## config.mk

```make
export PLATFORM = sky130hd
export DESIGN_NAME = sram_controller
export DESIGN_NICKNAME = d
export VERILOG_FILES = /design/src/rtl/arm_mem_pkg.sv /design/src/rtl/sram_wait_counter.sv /design/src/rtl/sram_controller.sv
export SDC_FILE = /design/constraint.sdc
export NUM_CORES = 1
export LEC_CHECK = 0
export BUFFER_PORTS_ARGS = -buffer_cell sky130_fd_sc_hd__buf_4
export CAP_MARGIN = 20
export CELL_PAD_IN_SITES_DETAIL_PLACEMENT = 1
export CELL_PAD_IN_SITES_GLOBAL_PLACEMENT = 1
export CORE_ASPECT_RATIO = 0.9
export CORE_MARGIN = 3
export CORE_UTILIZATION = 39
export CTS_BUF_LIST = sky130_fd_sc_hd__clkbuf_4
export DETAILED_ROUTE_END_ITERATION = 16
export GPL_ROUTABILITY_DRIVEN = 0
export PLACE_DENSITY_LB_ADDON = 0.1
export SETUP_SLACK_MARGIN = 0.05
export SLEW_MARGIN = 20
export SYNTH_ARGS = -nofsm -noshare
export SYNTH_HDL_FRONTEND = slang
export SYNTH_SLANG_ARGS = --single-unit
```

## constraint.sdc

```tcl
create_clock -name clk -period 4.2 [get_ports clk]
set_input_delay 0.63 -clock clk [delete_from_list [all_inputs] [get_ports clk]]
set_output_delay 0.63 -clock clk [all_outputs]
set_load 0.02 [all_outputs]
```

## src/rtl/arm_mem_pkg.sv

```systemverilog
// Shared types for the data-memory SRAM responder:
// FSM state encoding and external SRAM bus widths.
package arm_mem_pkg;

    localparam int SRAM_ADDR_W = 18;
    localparam int SRAM_DATA_W = 16;

    typedef enum logic [1:0] {
        ST_IDLE,
        ST_LOW,
        ST_HIGH,
        ST_DONE
    } mem_state_e;

    function automatic logic [SRAM_ADDR_W-1:0] half_addr(
        input logic [SRAM_ADDR_W-2:0] word,
        input logic                   hi
    );
        return {word, hi};
    endfunction

endpackage

```

## src/rtl/sram_wait_counter.sv

```systemverilog
// Per-phase wait counter: counts 0..WAIT_CYCLES-1 while enabled,
// flags terminal count and wraps to zero for the next phase.
module sram_wait_counter #(
    parameter int WAIT_CYCLES = 2
) (
    input  logic clk,
    input  logic rst,
    input  logic clr_i,
    input  logic en_i,
    output logic tc_o
);

    localparam int CW = $clog2(WAIT_CYCLES + 1);
    localparam logic [CW-1:0] LAST = CW'(WAIT_CYCLES - 1);

    logic [CW-1:0] cnt_q, cnt_d;

    assign tc_o = en_i && (cnt_q == LAST);

    always_comb begin
        cnt_d = cnt_q;
        if (clr_i || tc_o) begin
            cnt_d = '0;
        end else if (en_i) begin
            cnt_d = cnt_q + 1'b1;
        end
    end

    always_ff @(posedge clk) begin
        if (rst) begin
            cnt_q <= '0;
        end else begin
            cnt_q <= cnt_d;
        end
    end

endmodule

```

## src/rtl/sram_controller.sv

```systemverilog
// Data-memory responder: services 32-bit MEM-stage loads/stores as two
// half-word accesses on a 16-bit async SRAM, stalling via ready.
module sram_controller
    import arm_mem_pkg::*;
#(
    parameter int WAIT_CYCLES = 2,
    parameter int ADDR_BASE   = 1024
) (
    input  logic                   clk,
    input  logic                   rst,
    input  logic                   MEM_r_en,
    input  logic                   MEM_w_en,
    input  logic [31:0]            address,
    input  logic [31:0]            write_data,
    output logic [31:0]            read_data,
    output logic                   ready,
    output logic [SRAM_ADDR_W-1:0] SRAM_ADDR,
    output logic [SRAM_DATA_W-1:0] SRAM_DQ_out,
    input  logic [SRAM_DATA_W-1:0] SRAM_DQ_in,
    output logic                   SRAM_DQ_oe,
    output logic                   SRAM_WE_N,
    output logic                   SRAM_OE_N
);

    mem_state_e state_q, state_d;

    logic                   wr_q;
    logic [SRAM_ADDR_W-2:0] word_q;
    logic [31:0]            wdata_q;
    logic [SRAM_DATA_W-1:0] lo_q;
    logic [31:0]            rdata_q;

    logic                   req;
    logic                   busy;
    logic                   tc;
    logic [SRAM_ADDR_W-2:0] word_in;

    assign req     = MEM_r_en | MEM_w_en;
    assign busy    = (state_q == ST_LOW) || (state_q == ST_HIGH);
    assign word_in = (SRAM_ADDR_W-1)'((address - 32'(ADDR_BASE)) >> 2);

    sram_wait_counter #(
        .WAIT_CYCLES(WAIT_CYCLES)
    ) u_wait (
        .clk  (clk),
        .rst  (rst),
        .clr_i(state_q == ST_IDLE),
        .en_i (busy),
        .tc_o (tc)
    );

    always_ff @(posedge clk) begin
        if (rst) begin
            state_q <= ST_IDLE;
        end else begin
            state_q <= state_d;
        end
    end

    always_comb begin
        state_d = state_q;
        unique case (state_q)
            ST_IDLE: if (req) state_d = ST_LOW;
            ST_LOW:  if (tc)  state_d = ST_HIGH;
            ST_HIGH: if (tc)  state_d = ST_DONE;
            ST_DONE:          state_d = ST_IDLE;
            default:          state_d = ST_IDLE;
        endcase
    end

    // Simultaneous read+write requests resolve to a write.
    always_ff @(posedge clk) begin
        if (rst) begin
            wr_q    <= 1'b0;
            word_q  <= '0;
            wdata_q <= '0;
            lo_q    <= '0;
            rdata_q <= '0;
        end else begin
            if (state_q == ST_IDLE && req) begin
                wr_q    <= MEM_w_en;
                word_q  <= word_in;
                wdata_q <= write_data;
            end
            if (state_q == ST_LOW && tc && !wr_q) begin
                lo_q <= SRAM_DQ_in;
            end
            if (state_q == ST_HIGH && tc && !wr_q) begin
                rdata_q <= {SRAM_DQ_in, lo_q};
            end
        end
    end

    always_comb begin
        ready       = 1'b0;
        SRAM_ADDR   = '0;
        SRAM_DQ_out = '0;
        SRAM_DQ_oe  = 1'b0;
        SRAM_WE_N   = 1'b1;
        SRAM_OE_N   = 1'b1;
        unique case (state_q)
            ST_IDLE: ready = ~req;
            ST_LOW, ST_HIGH: begin
                SRAM_ADDR = half_addr(word_q, state_q == ST_HIGH);
                if (wr_q) begin
                    SRAM_DQ_oe  = 1'b1;
                    SRAM_WE_N   = 1'b0;
                    SRAM_DQ_out = (state_q == ST_HIGH) ?
                                  wdata_q[31:16] : wdata_q[15:0];
                end else begin
                    SRAM_OE_N = 1'b0;
                end
            end
            ST_DONE: ready = 1'b1;
            default: ready = 1'b0;
        endcase
    end

    assign read_data = rdata_q;

endmodule

```

# Word level (Yosys, flattened, before mapping)
# Index checks and enable logic that the tools add are counted.
# op_classes
eq_ne,7
n_reduce_logical,13
n_bitwise,2
div_mod_pow,0
n_lt_le_gt_ge,0
n_mul,0
mux,14
addsub,2
shift,0
# ops
cell,count
16-bit two-way mux,3
"19-bit by 11-bit subtractor with 19-bit output, second input constant",1
18-bit two-way mux,1
2-bit one-hot mux with 4 select lines,1
1-bit logical AND,6
2-bit two-way mux,3
"2-bit inequality test, second input constant",3
1-bit two-way mux,5
"2-bit by 1-bit == test with 1-bit output, second input constant",2
"2-bit == test, second input constant",2
2-bit OR reduction,2
3-bit AND reduction,1
"2-bit by 1-bit adder with 2-bit output, second input constant",1
2-bit logical NOT,1
1-bit logical OR,2
1-bit one-hot mux with 2 select lines,1
1-bit logical NOT,1
1-bit NOT,1
1-bit bitwise OR,1
# totals
word_cells,45
latch_bits,0
inputBits,84
romBits,0
mem_count,0
register_bits,102
ram_bits,0

# Depth between registers and ports, before layout
# Gate-level depths: netlist of run 1.
# logic_depth
word_depth,5
depth_mapped,8
depth_no_buf,5

# Modules after synthesis
# Synthesis of run 1 repeated with hierarchy kept, for this count alone.
# unflattened
cells_unflattened,529
area_unflattened_um2,4140.2
# by_module_without_submodules
mod,area_each_um2,instances,seq_area_each_um2,cells_each
sram_controller,4027.6,1,2001.9,518
sram_wait_counter,112.6,1,40.0,11

# Worst setup path after synthesis of run 1
# OpenSTA, ideal clock, no wires.
# synth_timing
kind,reg2out
startpoint,register state_q[0]
endpoint,output SRAM_DQ_out[10]
path_stages_with_launch,7
t_required_ns,3.570
n_path_buf,2
path_slack_ns,1.761
arrival_time_ns,1.809
path_cell_list,dfxtp_1 > inv_1 > ha_1 > clkbuf_1 > buf_2 > mux2i_1 > nor2_1
# synth_via
elab_chain_len,4
# synth_rtl
element,line,text
start: declaration,sram_controller.sv:25,"mem_state_e state_q, state_d;"
start signal: assignment,sram_controller.sv:56,state_q <= state_d;
2-bit == test,"sram_controller.sv:101, sram_controller.sv:108",
16-bit two-way mux,sram_controller.sv:108,SRAM_DQ_out = (state_q == ST_HIGH) ?
16-bit two-way mux,sram_controller.sv:105,if (wr_q) begin
16-bit two-way mux (*),sram_controller.sv:101,unique case (state_q)
end: declaration,sram_controller.sv:18,"output logic [SRAM_DATA_W-1:0] SRAM_DQ_out,"
# Mark *: on every way between the ends. The rest lies on a longest branch, timed or not.

# Worst setup path after layout of run 1
# Ends and elaborated chain as after synthesis.

==> results of run 1 <==
[power breakdown]
group / leakage, nW / internal [W] / switching [W]
Clock: 0.0973 / 0.000299 / 0.000329
Sequential: 0.832 / 0.00109 / 0.0000654
Combinational: 1.28 / 0.000378 / 0.000578
[kinds of logic (layout without fill, tap and decap cells)]
| group | after synthesis | in the layout |
|---|---|---|
| adder cells (fa/ha/maj) | 6 | 6 |
| XOR/XNOR | 2 | 2 |
| multiplexers | 18 | 18 |
| AO/OA/AOI/OAI | 109 | 109 |
| flip-flops | 102 | 102 |
| AND/OR/NAND/NOR | 245 | 245 |
| buffers and inverters | 45 | 166 |
[flip-flops by register name (all words and copies together) (netlist names)]
register,count
word_q,17
read_data,32
u_wait.cnt_q,2
wr_q,1
wdata_q,32
lo_q,16
state_q,2
[final timing paths]
kind | start | to | slack, ps | cells after the start
max reg2reg | state_q[0] | read_data[20] | 1700 | 7
min reg2reg | word_q[4] | word_q[4] | 460 | 2
max | state_q[0] | SRAM_DQ_out[10] | 1120 | 5
min | address[10] | word_q[8] | 390 | 2
[layer usage]
metal / track usage / vias to the layer above / wire [um]
li1: - / 1964 / -
met1: 0.2495 / 1855 / 5183
met2: 0.3271 / 96 / 5667
met3: 0.06239 / 10 / 735
met4: 0.04326 / 0 / 93
met5: 0 / - / 0
[per-stage QoR]
step                worst slack [ps]  power (W)    util  area, sq um
floorplan                       1761   0.001785       -         4124
global placement                1735   0.002069  0.5217         5215
detailed placement              1659   0.002109  0.5217         5215
CTS                             1120   0.002735  0.5397         5395
global route                    1002   0.002924  0.5431         5429
finish                          1121   0.002740  0.5431         5429
[final cells by class]
cell class              instances  area share
inverters                       7    0.004840
multi-input cells             380      0.3554
clock buffers                   9     0.01245
flip-flops and latches        102      0.3761
well taps                     126     0.02904
clock inverters                 7     0.02074
repair buffers                143      0.2014
[critical path, cell delays in order (launching register included)]
cell and delay, ps:
dfxtp_1 360, inv_1 100, ha_1 920, mux2i_1 330, nor2_1 70, buf_4 190
[layout by cell type, fill, tap and decap left out, types with 3 or more instances in the layout]
master	synthesis	layout
nor2_1	29	29
ha_1	6	6
a311oi_1	3	3
mux2i_1	18	18
and2_1	17	17
o21ai_0	4	4
dfxtp_1	102	102
a21oi_1	90	90
buf_4	0	142
inv_1	7	7
bufinv_16	0	3
clkbuf_4	0	9
a211oi_1	5	5
nand2_1	179	179
==> results_tabular.tex, run 1 <==
\begin{tabular}{lr}
\hline
Metric & Value \\
\hline
\multicolumn{2}{l}{\textbf{Clock network}} \\
H-tree level count & 3 \\
Post-CTS Setup Repair Bufs & 0 \\
Maximum count of clock buffers along a single path & 2 \\
CTS tree & done \\
Number of clock sinks & 102 \\
Hold buffers post-CTS & 0 \\
Clock slew at the register clock pins of the worst setup and hold paths & 150 ps \\
Root Buffer & clkbuf\_4 \\
Gates resized, CTS repair & 0 \\
Insertion delay of the later-clocked pin in the worst-skew pair & 460 ps \\
CTS Buf Count & 9 \\
\multicolumn{2}{l}{\textbf{STA}} \\
Final period demand of the worst path & 3079 ps \\
Hold violation total from the final report & 0 \\
Final clock skew & 11.10 ps \\
Setup violations, final & 0 \\
Ratio of final minimum period to clock period & 0.7332 \\
Max-slew headroom at the worst pin & 0.2401 \\
Unrepaired setup endpoints after global routing & false \\
Setup tns final & 0 ps \\
Maximum achievable frequency & 0.3247 GHz \\
Count of pins over their slew limit & 0 \\
Worst-Margin Slew & approximately 1100 ps \\
Worst hold slack & 386.6 ps \\
\multicolumn{2}{l}{\textbf{Die}} \\
\# rows & 34 \\
Starting density of the core & 0.4125 \\
I/O pin cnt & 154 \\
Die Outline Area & 11,850 sq um \\
Core area & 9997 sq um \\
Die X-Extent & 114.4 um \\
Die Y & 103.6 um \\
\multicolumn{2}{l}{\textbf{Critical path}} \\
Class of the most critical setup path & register to output pin \\
Critical Path Source Type & register \\
Required time of the worst setup path & 3570 ps \\
Signal arrival time at the worst endpoint & 2450 ps \\
Element type at the critical path end & output pin \\
Maximum fanout encountered on the critical timing path & 17 \\
\multicolumn{2}{l}{\textbf{Yosys}} \\
Average cell area after synthesis & 7.825 sq um \\
Most instantiated cells after synthesis & nand2\_1, dfxtp\_1, a21oi\_1, clkbuf\_1, nor2\_1 \\
Simple-gate area share of the yosys netlist & 0.2527 \\
Area leader, netlist & dfxtp\_1 \\
Count of yosys warnings during synthesis & 0 \\
Unique masters post-synth & 33 \\
Area share of the largest cell type after synthesis & 0.4951 \\
Commonest register cell after synthesis & dfxtp\_1 \\
Net count after synthesis & 617 \\
Proportion of synthesized chip area in sequential cells & 0.4951 \\
Count of flip-flops with a built-in enable after synthesis & 0 \\
Synthesized cell area & around 4100 sq um \\
Share of the synthesized area in compound gates (AO/OA/AOI/OAI) & 0.1444 \\
Fraction of registers with async set or reset after synthesis & 0 \\
Fraction of synthesized cell area in xor and xnor cells & 0.004248 \\
Multiplexer share of the synthesized area & 0.04369 \\
Most frequent cell after synthesis & nand2\_1 \\
Leading post-synthesis cells by cell area & dfxtp\_1, nand2\_1, a21oi\_1 \\
Adder-cell share of the synthesized area & 0.01820 \\
Combinational family with the most area after synthesis & simple AND/OR/NAND/NOR gates \\
Post-synthesis register bit count & roughly 100 \\
Synthesized instance count & 527 \\
\multicolumn{2}{l}{\textbf{Placed design}} \\
Half-perimeter wire length of the detailed placement result & 8032 um \\
Dpl cells & 757 \\
Number of port buffers & around 140 \\
\multicolumn{2}{l}{\textbf{Final layout}} \\
Share of final-layout standard cells stronger than drive strength 1 & 0.2546 \\
Nets & 733 \\
Number of cells in the finished layout apart from fillers & 774 \\
Area growth from synthesis to layout & 31.64\% \\
Ant diodes & 0 \\
Filler Cell Count & 1,245 \\
Area of the multi-input gates & between 1500 and 2000 sq um \\
Combined flip-flop and latch cell area & 2042 sq um \\
\multicolumn{2}{l}{\textbf{Drt}} \\
Routed vias & 3,925 \\
TritonRoute pass-1 iters & 4 \\
DRC Markers & 0 \\
Antenna-violating nets left & 0 \\
Iteration-0 DRC count of the detailed router & 172 \\
Wirelength, routed & 11,680 um \\
Detail-routed via count per cell & $\sim$5.1 \\
Post-detailed-route wirelength per cell & 15.09 um \\
\multicolumn{2}{l}{\textbf{Global routing}} \\
Antenna violations before repair & 0 \\
Largest net degree at the start of global routing & $\sim$100 \\
Global route total overflow & 0 \\
Vias in the first global route & 3,946 \\
First-pass GRT wire length & 19,230 um \\
Total Routing Usage GR & 0.1971 \\
\multicolumn{2}{l}{\textbf{Power}} \\
Maximum ir drop on the vdd rail & 0.0002649 V \\
Leakage & 2.213 nW \\
Pwr Density & 504.7 nW/um\^{}2 \\
\multicolumn{2}{l}{\textbf{Run status}} \\
Outcome & completed \\
\multicolumn{2}{l}{\textbf{Hold path}} \\
Tightest Hold Check Type & primary input to register \\
\multicolumn{2}{l}{\textbf{Flow run}} \\
Max-capacitance violation count & 0 \\
\hline
\end{tabular}
Note: power is estimated with default switching activity, not from simulation.
==> run 2, diff against run 1 <==
--- a/config.mk
+++ b/config.mk
@@ -5,13 +5,14 @@
 export SDC_FILE = /design/constraint.sdc
 export NUM_CORES = 1
 export LEC_CHECK = 0
+export ABC_AREA = 1
 export BUFFER_PORTS_ARGS = -buffer_cell sky130_fd_sc_hd__buf_4
 export CAP_MARGIN = 20
 export CELL_PAD_IN_SITES_DETAIL_PLACEMENT = 1
 export CELL_PAD_IN_SITES_GLOBAL_PLACEMENT = 1
 export CORE_ASPECT_RATIO = 0.9
 export CORE_MARGIN = 3
-export CORE_UTILIZATION = 39
+export CORE_UTILIZATION = 35
 export CTS_BUF_LIST = sky130_fd_sc_hd__clkbuf_4
 export DETAILED_ROUTE_END_ITERATION = 16
 export GPL_ROUTABILITY_DRIVEN = 0
==> constraint.sdc (replaced) <==
create_clock -name clk -period 3.1 [get_ports clk]
set_input_delay 0.465 -clock clk [delete_from_list [all_inputs] [get_ports clk]]
set_output_delay 0.465 -clock clk [all_outputs]
set_load 0.02 [all_outputs]
==> run 2 against run 1 <==
- sequential share of layout area decreased by 0.41 points
- area after synthesis increased by 1.4%
- setup slack got worse by 710 ps
- clock power increased by 26%
- sequential cell count unchanged
- combinational power increased by 59%
- total power increased by 47%
- wire length increased by 7.3%
- sequential power increased by 48%
==> results_tabular.tex, run 2 <==
\begin{tabular}{lr}
\hline
Metric & Value \\
\hline
\multicolumn{2}{l}{\textbf{Run status}} \\
Outcome & completed \\
\multicolumn{2}{l}{\textbf{STA}} \\
Setup violations, final & 0 (unchanged) \\
Ratio of final minimum period to clock period & 0.8664 \\
Final clock skew & 17.13 ps (+6.026 ps) \\
Setup tns final & 0 ps (unchanged) \\
Final worst-path setup slack & 414.1 ps (-706.5 ps) \\
Max-slew headroom at the worst pin & 0.3296 (+0.08951) \\
Hold violation total from the final report & 0 (unchanged) \\
Count of pins over their slew limit & 0 (unchanged) \\
Worst hold slack & 192.1 ps (-194.6 ps) \\
Final period demand of the worst path & $\sim$2700 ps \\
Worst-Margin Slew & 1004 ps (-135.4 ps) \\
Maximum achievable frequency & 0.3723 GHz \\
Unrepaired setup endpoints after global routing & false \\
\multicolumn{2}{l}{\textbf{Critical path}} \\
Class of the most critical setup path & register to output pin \\
Critical Path Source Type & register \\
Element type at the critical path end & output pin \\
Signal arrival time at the worst endpoint & 2220 ps (-230 ps) \\
Number of cells traversed by the worst register-to-register path & 8 (+1) \\
Maximum fanout encountered on the critical timing path & 18 (+1) \\
Crit Reg-Reg Startpoint & state\_q[0] \\
R2r endpoint & read\_data[20] \\
Required time of the worst setup path & 2630 ps (-940 ps) \\
Flop2flop setup slack & 800 ps (-900 ps) \\
\multicolumn{2}{l}{\textbf{Yosys}} \\
Leading post-synthesis cells by cell area & dfxtp\_1, nor2\_1, o21ai\_0 \\
Most frequent cell after synthesis & nor2\_1 \\
Area share of the largest cell type after synthesis & 0.4883 (-0.006815) \\
Post-synthesis register bit count & 102 (unchanged) \\
Net count after synthesis & 688 (+12\%) \\
Commonest register cell after synthesis & dfxtp\_1 \\
Unique masters post-synth & 20 (-39\%) \\
Count of flip-flops with a built-in enable after synthesis & 0 (unchanged) \\
Proportion of synthesized chip area in sequential cells & 0.4883 (-0.006815) \\
Synthesized cell area & 4182 sq um (+1.4\%) \\
Fraction of registers with async set or reset after synthesis & 0 (unchanged) \\
Count of yosys warnings during synthesis & 0 (unchanged) \\
Most instantiated cells after synthesis & nor2\_1, dfxtp\_1, o21ai\_0, inv\_1, nand2\_1 \\
Average cell area after synthesis & 6.992 sq um (-11\%) \\
Synthesized instance count & 598 (+13\%) \\
Area leader, netlist & dfxtp\_1 \\
\multicolumn{2}{l}{\textbf{Drt}} \\
Iteration-0 DRC count of the detailed router & 202 (+17\%) \\
Top routing layer in use & met4 \\
Post-detailed-route wirelength per cell & 14.24 um (-5.6\%) \\
Routed vias & 4,144 (+5.6\%) \\
Length of routed met2 wiring & 6099 um (+7.6\%) \\
Metal-1 WL & 5640 um (+8.8\%) \\
TritonRoute pass-1 iters & 6 (+2) \\
Wirelength, routed & 12,530 um (+7.3\%) \\
Antenna-violating nets left & 0 (unchanged) \\
DRC Markers & 0 (unchanged) \\
Wire length on met3 & 626 um (-15\%) \\
Detail-routed via count per cell & 4.709 (-7.1\%) \\
\multicolumn{2}{l}{\textbf{Clock network}} \\
Number of clock sinks & 102 (unchanged) \\
H-tree level count & 3 (unchanged) \\
Insertion delay of the later-clocked pin in the worst-skew pair & 460 ps (about the same) \\
CTS tree & done \\
Hold buffers post-CTS & 0 (unchanged) \\
Post-CTS Setup Repair Bufs & 0 (unchanged) \\
Gates resized, CTS repair & 0 (unchanged) \\
CTS Buf Count & 9 (unchanged) \\
Maximum count of clock buffers along a single path & 2 (unchanged) \\
Root Buffer & clkbuf\_4 \\
Clock slew at the register clock pins of the worst setup and hold paths & 160 ps (about the same) \\
\multicolumn{2}{l}{\textbf{Global routing}} \\
Total Routing Usage GR & 0.1892 (-0.007896) \\
First-pass GRT wire length & 20,220 um (+5.1\%) \\
Vias in the first global route & 4,209 (+6.7\%) \\
Largest net degree at the start of global routing & 82 (-20\%) \\
Global route total overflow & 0 (unchanged) \\
Antenna violations before repair & 0 (unchanged) \\
\multicolumn{2}{l}{\textbf{Hold path}} \\
Tightest Hold Check Type & primary input to register \\
Hold-critical path depth & 2 (unchanged) \\
Worst Hold Path EP & word\_q[8] \\
Startpoint of the tightest hold check path & address[10] \\
\multicolumn{2}{l}{\textbf{Die}} \\
I/O pin cnt & 154 (unchanged) \\
Starting density of the core & 0.3627 (-0.04977) \\
Core area & 11,530 sq um (+15\%) \\
Die Outline Area & 13,300 sq um (+12\%) \\
\# rows & 37 (+8.8\%) \\
Die X-Extent & 121.2 um (+6.0\%) \\
Die Y & 109.7 um (+5.9\%) \\
\multicolumn{2}{l}{\textbf{Final layout}} \\
Most frequent standard cell in the layout excluding fill and tap cells & nor2\_1 \\
Top library cells by usage in the layout, fill and taps aside & nor2\_1, buf\_4, dfxtp\_1 \\
Nets & 809 (+10\%) \\
Area growth from synthesis to layout & 31.27\% \\
Ant diodes & 0 (unchanged) \\
Number of cells in the finished layout apart from fillers & 880 (+14\%) \\
Core occupancy in the finished layout & 0.4762 (-0.06688) \\
Share of final-layout standard cells stronger than drive strength 1 & 0.2334 (-0.02120) \\
\multicolumn{2}{l}{\textbf{Placed design}} \\
Number of port buffers & 138 (unchanged) \\
Dpl cells & 864 (+14\%) \\
Half-perimeter wire length of the detailed placement result & 8749 um (+8.9\%) \\
Worst slack, placed & 687.2 ps (-972.2 ps) \\
\multicolumn{2}{l}{\textbf{Power}} \\
Pwr Density & 734.2 nW/um\^{}2 (+45\%) \\
Leakage & 2.764 nW (+25\%) \\
Maximum ir drop on the vdd rail & 0.0002466 V (-6.9\%) \\
\multicolumn{2}{l}{\textbf{Flow run}} \\
Max-capacitance violation count & 0 (unchanged) \\
\hline
\end{tabular}
==> run 2: cell families (layout without fill, tap and decap cells) <==
family / after synthesis / in the layout / share of synthesized area
compound gates: 111 / 111 / 0.1332
xor+xnor: 2 / 2 / 0.004190
fa+ha+maj: 6 / 6 / 0.01795
buf+inv: 80 / 206 / 0.07690
flops: 102 / 102 / 0.4883
simple gates: 297 / 297 / 0.2795
==> run 2: layer usage <==
| layer | vias up | GRT usage |
|---|---|---|
| met5 | - | 0 |
| met4 | 0 | 0.05200 |
| met3 | 12 | 0.05401 |
| met2 | 83 | 0.3344 |
| met1 | 1937 | 0.2264 |
| li1 | 2112 | - |
==> run 2: worst max-delay path, cell delays in order (launching register included) <==
cell	delay [ps]
dfxtp_1	410
inv_1	80
ha_1	440
nand2_2	300
nor3_1	330
buf_4	190
==> run 2: report_power, final <==
group / total [W] / internal, W / switching, W
registers: 0.00172 / 0.00157 / 0.000149
logic: 0.00152 / 0.000541 / 0.000975
clock network: 0.000793 / 0.000332 / 0.000461
total: 0.00403 / 0.00245 / 0.00158
==> run 2: final cells by class <==
| cell class | instances | area [sq um] |
|---|---|---|
| well taps | 156 | 195.2 |
| repair buffers | 144 | 1094 |
| flip-flops and latches | 102 | 2042 |
| clock buffers | 9 | 67.56 |
| inverters | 46 | 172.7 |
| multi-input cells | 416 | 1821 |
| clock inverters | 7 | 97.59 |
| fillers | 1490 | 6038 |
==> run 2: worst max path at each step <==
stage,slack [ps],to,start
after floorplan,880,SRAM_DQ_out[10],state_q[1]
after global placement,780,SRAM_DQ_out[0],state_q[1]
after detailed placement,690,SRAM_DQ_out[13],state_q[0]
after CTS,130,SRAM_DQ_out[13],state_q[1]
after global routing,210,SRAM_DQ_out[13],state_q[1]
final,410,SRAM_DQ_out[13],state_q[1]
==> run 2: through the flow <==
stage	power (W)	instance area, sq um
final	0.004030	5489
after global routing	0.004353	5489
after floorplan	0.002715	4182
after detailed placement	0.003286	5321
after global placement	0.003210	5321
after CTS	0.004097	5487
==> run 3, diff against run 2 <==
==> constraint.sdc (replaced) <==
create_clock -name clk -period 2.7 [get_ports clk]
set_input_delay 0.405 -clock clk [delete_from_list [all_inputs] [get_ports clk]]
set_output_delay 0.405 -clock clk [all_outputs]
set_load 0.02 [all_outputs]
==> run 3 against run 2 <==
- core utilization up 0.065 points
- clock skew fell by 4.1 ps
- clock power is 1% higher
- die area unchanged
- sequential cell count did not move
- total power increased by 13%
- global-route usage increased by 0.12 points
- critical path depth rose by 1
- first-iteration DRC count fell by 15%
- via count shrank 0.63%
- final cell count up 0.11%
- sequential share of layout area about the same
- critical endpoint is now SRAM_DQ_out[6]
==> results_tabular.tex, run 3 (synthesis results as in run 2) <==
\begin{tabular}{lr}
\hline
Metric & Value \\
\hline
\multicolumn{2}{l}{\textbf{Power}} \\
Switching share of power & 0.3971 (+0.003958) \\
Pwr Density & 831.0 nW/um\^{}2 (+13\%) \\
Fraction of power consumed by sequential logic & 0.434 (+0.007) \\
Internal portion of total power & 0.002754 W (+13\%) \\
Maximum ir drop on the vdd rail & 0.0003404 V (+38\%) \\
Leakage & 2.756 nW (-0.29\%) \\
Part of the total power dissipated in the clock network & 0.176 (-0.021) \\
Total power draw & 0.004568 W (+13\%) \\
Net switching power & 0.001814 W (+14\%) \\
Combinational cell fraction of total power & 0.391 (+0.015) \\
\multicolumn{2}{l}{\textbf{STA}} \\
Count of pins over their slew limit & 0 (unchanged) \\
Worst hold slack & 130.0 ps (-62.11 ps) \\
Setup violations, final & 0 (unchanged) \\
Final clock skew & 13.05 ps (-4.077 ps) \\
Max-slew headroom at the worst pin & 0.3181 (-0.01150) \\
Setup tns final & 0 ps (unchanged) \\
Maximum achievable frequency & 0.4137 GHz \\
Final period demand of the worst path & 2417 ps \\
Hold violation total from the final report & 0 (unchanged) \\
Unrepaired setup endpoints after global routing & false \\
Ratio of final minimum period to clock period & 0.8952 \\
Worst-Margin Slew & 1022 ps (+17.23 ps) \\
Final worst-path setup slack & 282.8 ps (-131.2 ps) \\
\multicolumn{2}{l}{\textbf{Drt}} \\
Detail-routed via count per cell & 4.674 (-0.74\%) \\
DRC Markers & 0 (unchanged) \\
Iteration-0 DRC count of the detailed router & 171 (-15\%) \\
Antenna-violating nets left & 0 (unchanged) \\
TritonRoute pass-1 iters & 4 (-2) \\
Wirelength, routed & 12,490 um (-0.38\%) \\
Post-detailed-route wirelength per cell & 14.17 um (-0.49\%) \\
Routed vias & 4,118 (-0.63\%) \\
\multicolumn{2}{l}{\textbf{Clock network}} \\
Root Buffer & clkbuf\_4 \\
H-tree level count & 3 (unchanged) \\
Insertion delay of the later-clocked pin in the worst-skew pair & 460 ps (about the same) \\
Post-CTS Setup Repair Bufs & 0 (unchanged) \\
Hold buffers post-CTS & 0 (unchanged) \\
Number of clock sinks & 102 (unchanged) \\
CTS Buf Count & 9 (unchanged) \\
Clock slew at the register clock pins of the worst setup and hold paths & 140 ps (-20 ps) \\
CTS tree & done \\
Maximum count of clock buffers along a single path & 2 (unchanged) \\
\multicolumn{2}{l}{\textbf{Global routing}} \\
Total Routing Usage GR & 0.1905 (+0.001248) \\
Antenna violations before repair & 0 (unchanged) \\
Vias in the first global route & 4,237 (+0.67\%) \\
Global route total overflow & 0 (unchanged) \\
First-pass GRT wire length & 20,270 um (+0.27\%) \\
Largest net degree at the start of global routing & 82 (unchanged) \\
\multicolumn{2}{l}{\textbf{Die}} \\
\# rows & 37 (unchanged) \\
Starting density of the core & 0.3627 (unchanged) \\
Die Y & 109.7 um (unchanged) \\
I/O pin cnt & 154 (unchanged) \\
Die X-Extent & 121.2 um (unchanged) \\
Core area & 11,530 sq um (unchanged) \\
Die Outline Area & 13,300 sq um (unchanged) \\
\multicolumn{2}{l}{\textbf{Flow run}} \\
Max-capacitance violation count & 0 (unchanged) \\
\multicolumn{2}{l}{\textbf{Final layout}} \\
Most frequent standard cell in the layout excluding fill and tap cells & nor2\_1 \\
Nets & 811 (+0.25\%) \\
Ant diodes & 0 (unchanged) \\
Top library cells by usage in the layout, fill and taps aside & nor2\_1, buf\_4, o21ai\_0, dfxtp\_1, inv\_1 \\
Share of final-layout standard cells stronger than drive strength 1 & 0.2400 (+0.006575) \\
Filler Cell Count & 1,489 (-0.067\%) \\
Area growth from synthesis to layout & 31.45\% \\
\multicolumn{2}{l}{\textbf{Placed design}} \\
Number of port buffers & 138 (unchanged) \\
Worst slack, placed & 513.9 ps (-173.3 ps) \\
Half-perimeter wire length of the detailed placement result & 8798 um (+0.56\%) \\
\multicolumn{2}{l}{\textbf{Hold path}} \\
Tightest Hold Check Type & primary input to register \\
\multicolumn{2}{l}{\textbf{Critical path}} \\
Critical Path Source Type & register \\
Element type at the critical path end & output pin \\
Flop2flop setup slack & 540 ps (-260 ps) \\
Required time of the worst setup path & 2300 ps (-330 ps) \\
Signal arrival time at the worst endpoint & 2010 ps (-210 ps) \\
Class of the most critical setup path & register to output pin \\
Maximum fanout encountered on the critical timing path & 12 (-6) \\
\multicolumn{2}{l}{\textbf{Run status}} \\
Outcome & completed \\
\hline
\end{tabular}
run 3: cell type report:
class | instances | area [sq um] | area share
repair buffers | 146 | 1109 | 0.2017
well taps | 156 | 195.2 | 0.03551
inverters | 46 | 172.7 | 0.03141
clock buffers | 10 | 75.07 | 0.01366
multi-input cells | 416 | 1843 | 0.3353
flip-flops and latches | 102 | 2043 | 0.3717
clock inverters | 5 | 58.81 | 0.01070
run 3: timing repair:
action                     4_1_cts  5_1_grt
cloned                           0        0
setup endpoints to repair        7        9
gates resized for setup          1        5
run 3: final timing paths:
kind,startpoint,endpoint,depth (start not counted)
max,state_q[0],SRAM_DQ_out[6],6
min,address[10],word_q[8],2
max reg2reg,state_q[0],read_data[2],7
min reg2reg,word_q[3],word_q[3],2
run 3: through the flow:
step	cell area, sq um	instances	utilization
finish	5497	881	0.4768
global route	5497	881	0.4768
CTS	5473	881	0.4748
detailed placement	5336	866	0.4629
global placement	5336	866	0.4629
floorplan	4182	598	-
run 3: critical path, cell delays in order (launching register included):
cell and delay, ps:
dfxtp_1 400, inv_1 110, ha_4 320, nand2_2 120, buf_4 220, nor3_1 210, buf_4 170
run 3: power by group through the flow:
stage / clock network, W / registers, W / logic, W
after floorplan: 0 / 0.00198 / 0.00114
after global placement: 0 / 0.00199 / 0.00171
after detailed placement: 0 / 0.00201 / 0.00177
after CTS: 0.000843 / 0.00198 / 0.00178
after global routing: 0.000919 / 0.00202 / 0.00201
final: 0.000803 / 0.00198 / 0.00178
run 3: layer usage:
layer,vias up,share of wire,track usage
met2,77,0.49,0.3372
li1,2111,-,-
met4,0,0.011,0.04320
met3,9,0.056,0.06224
met5,-,0,0
met1,1921,0.44,0.2262
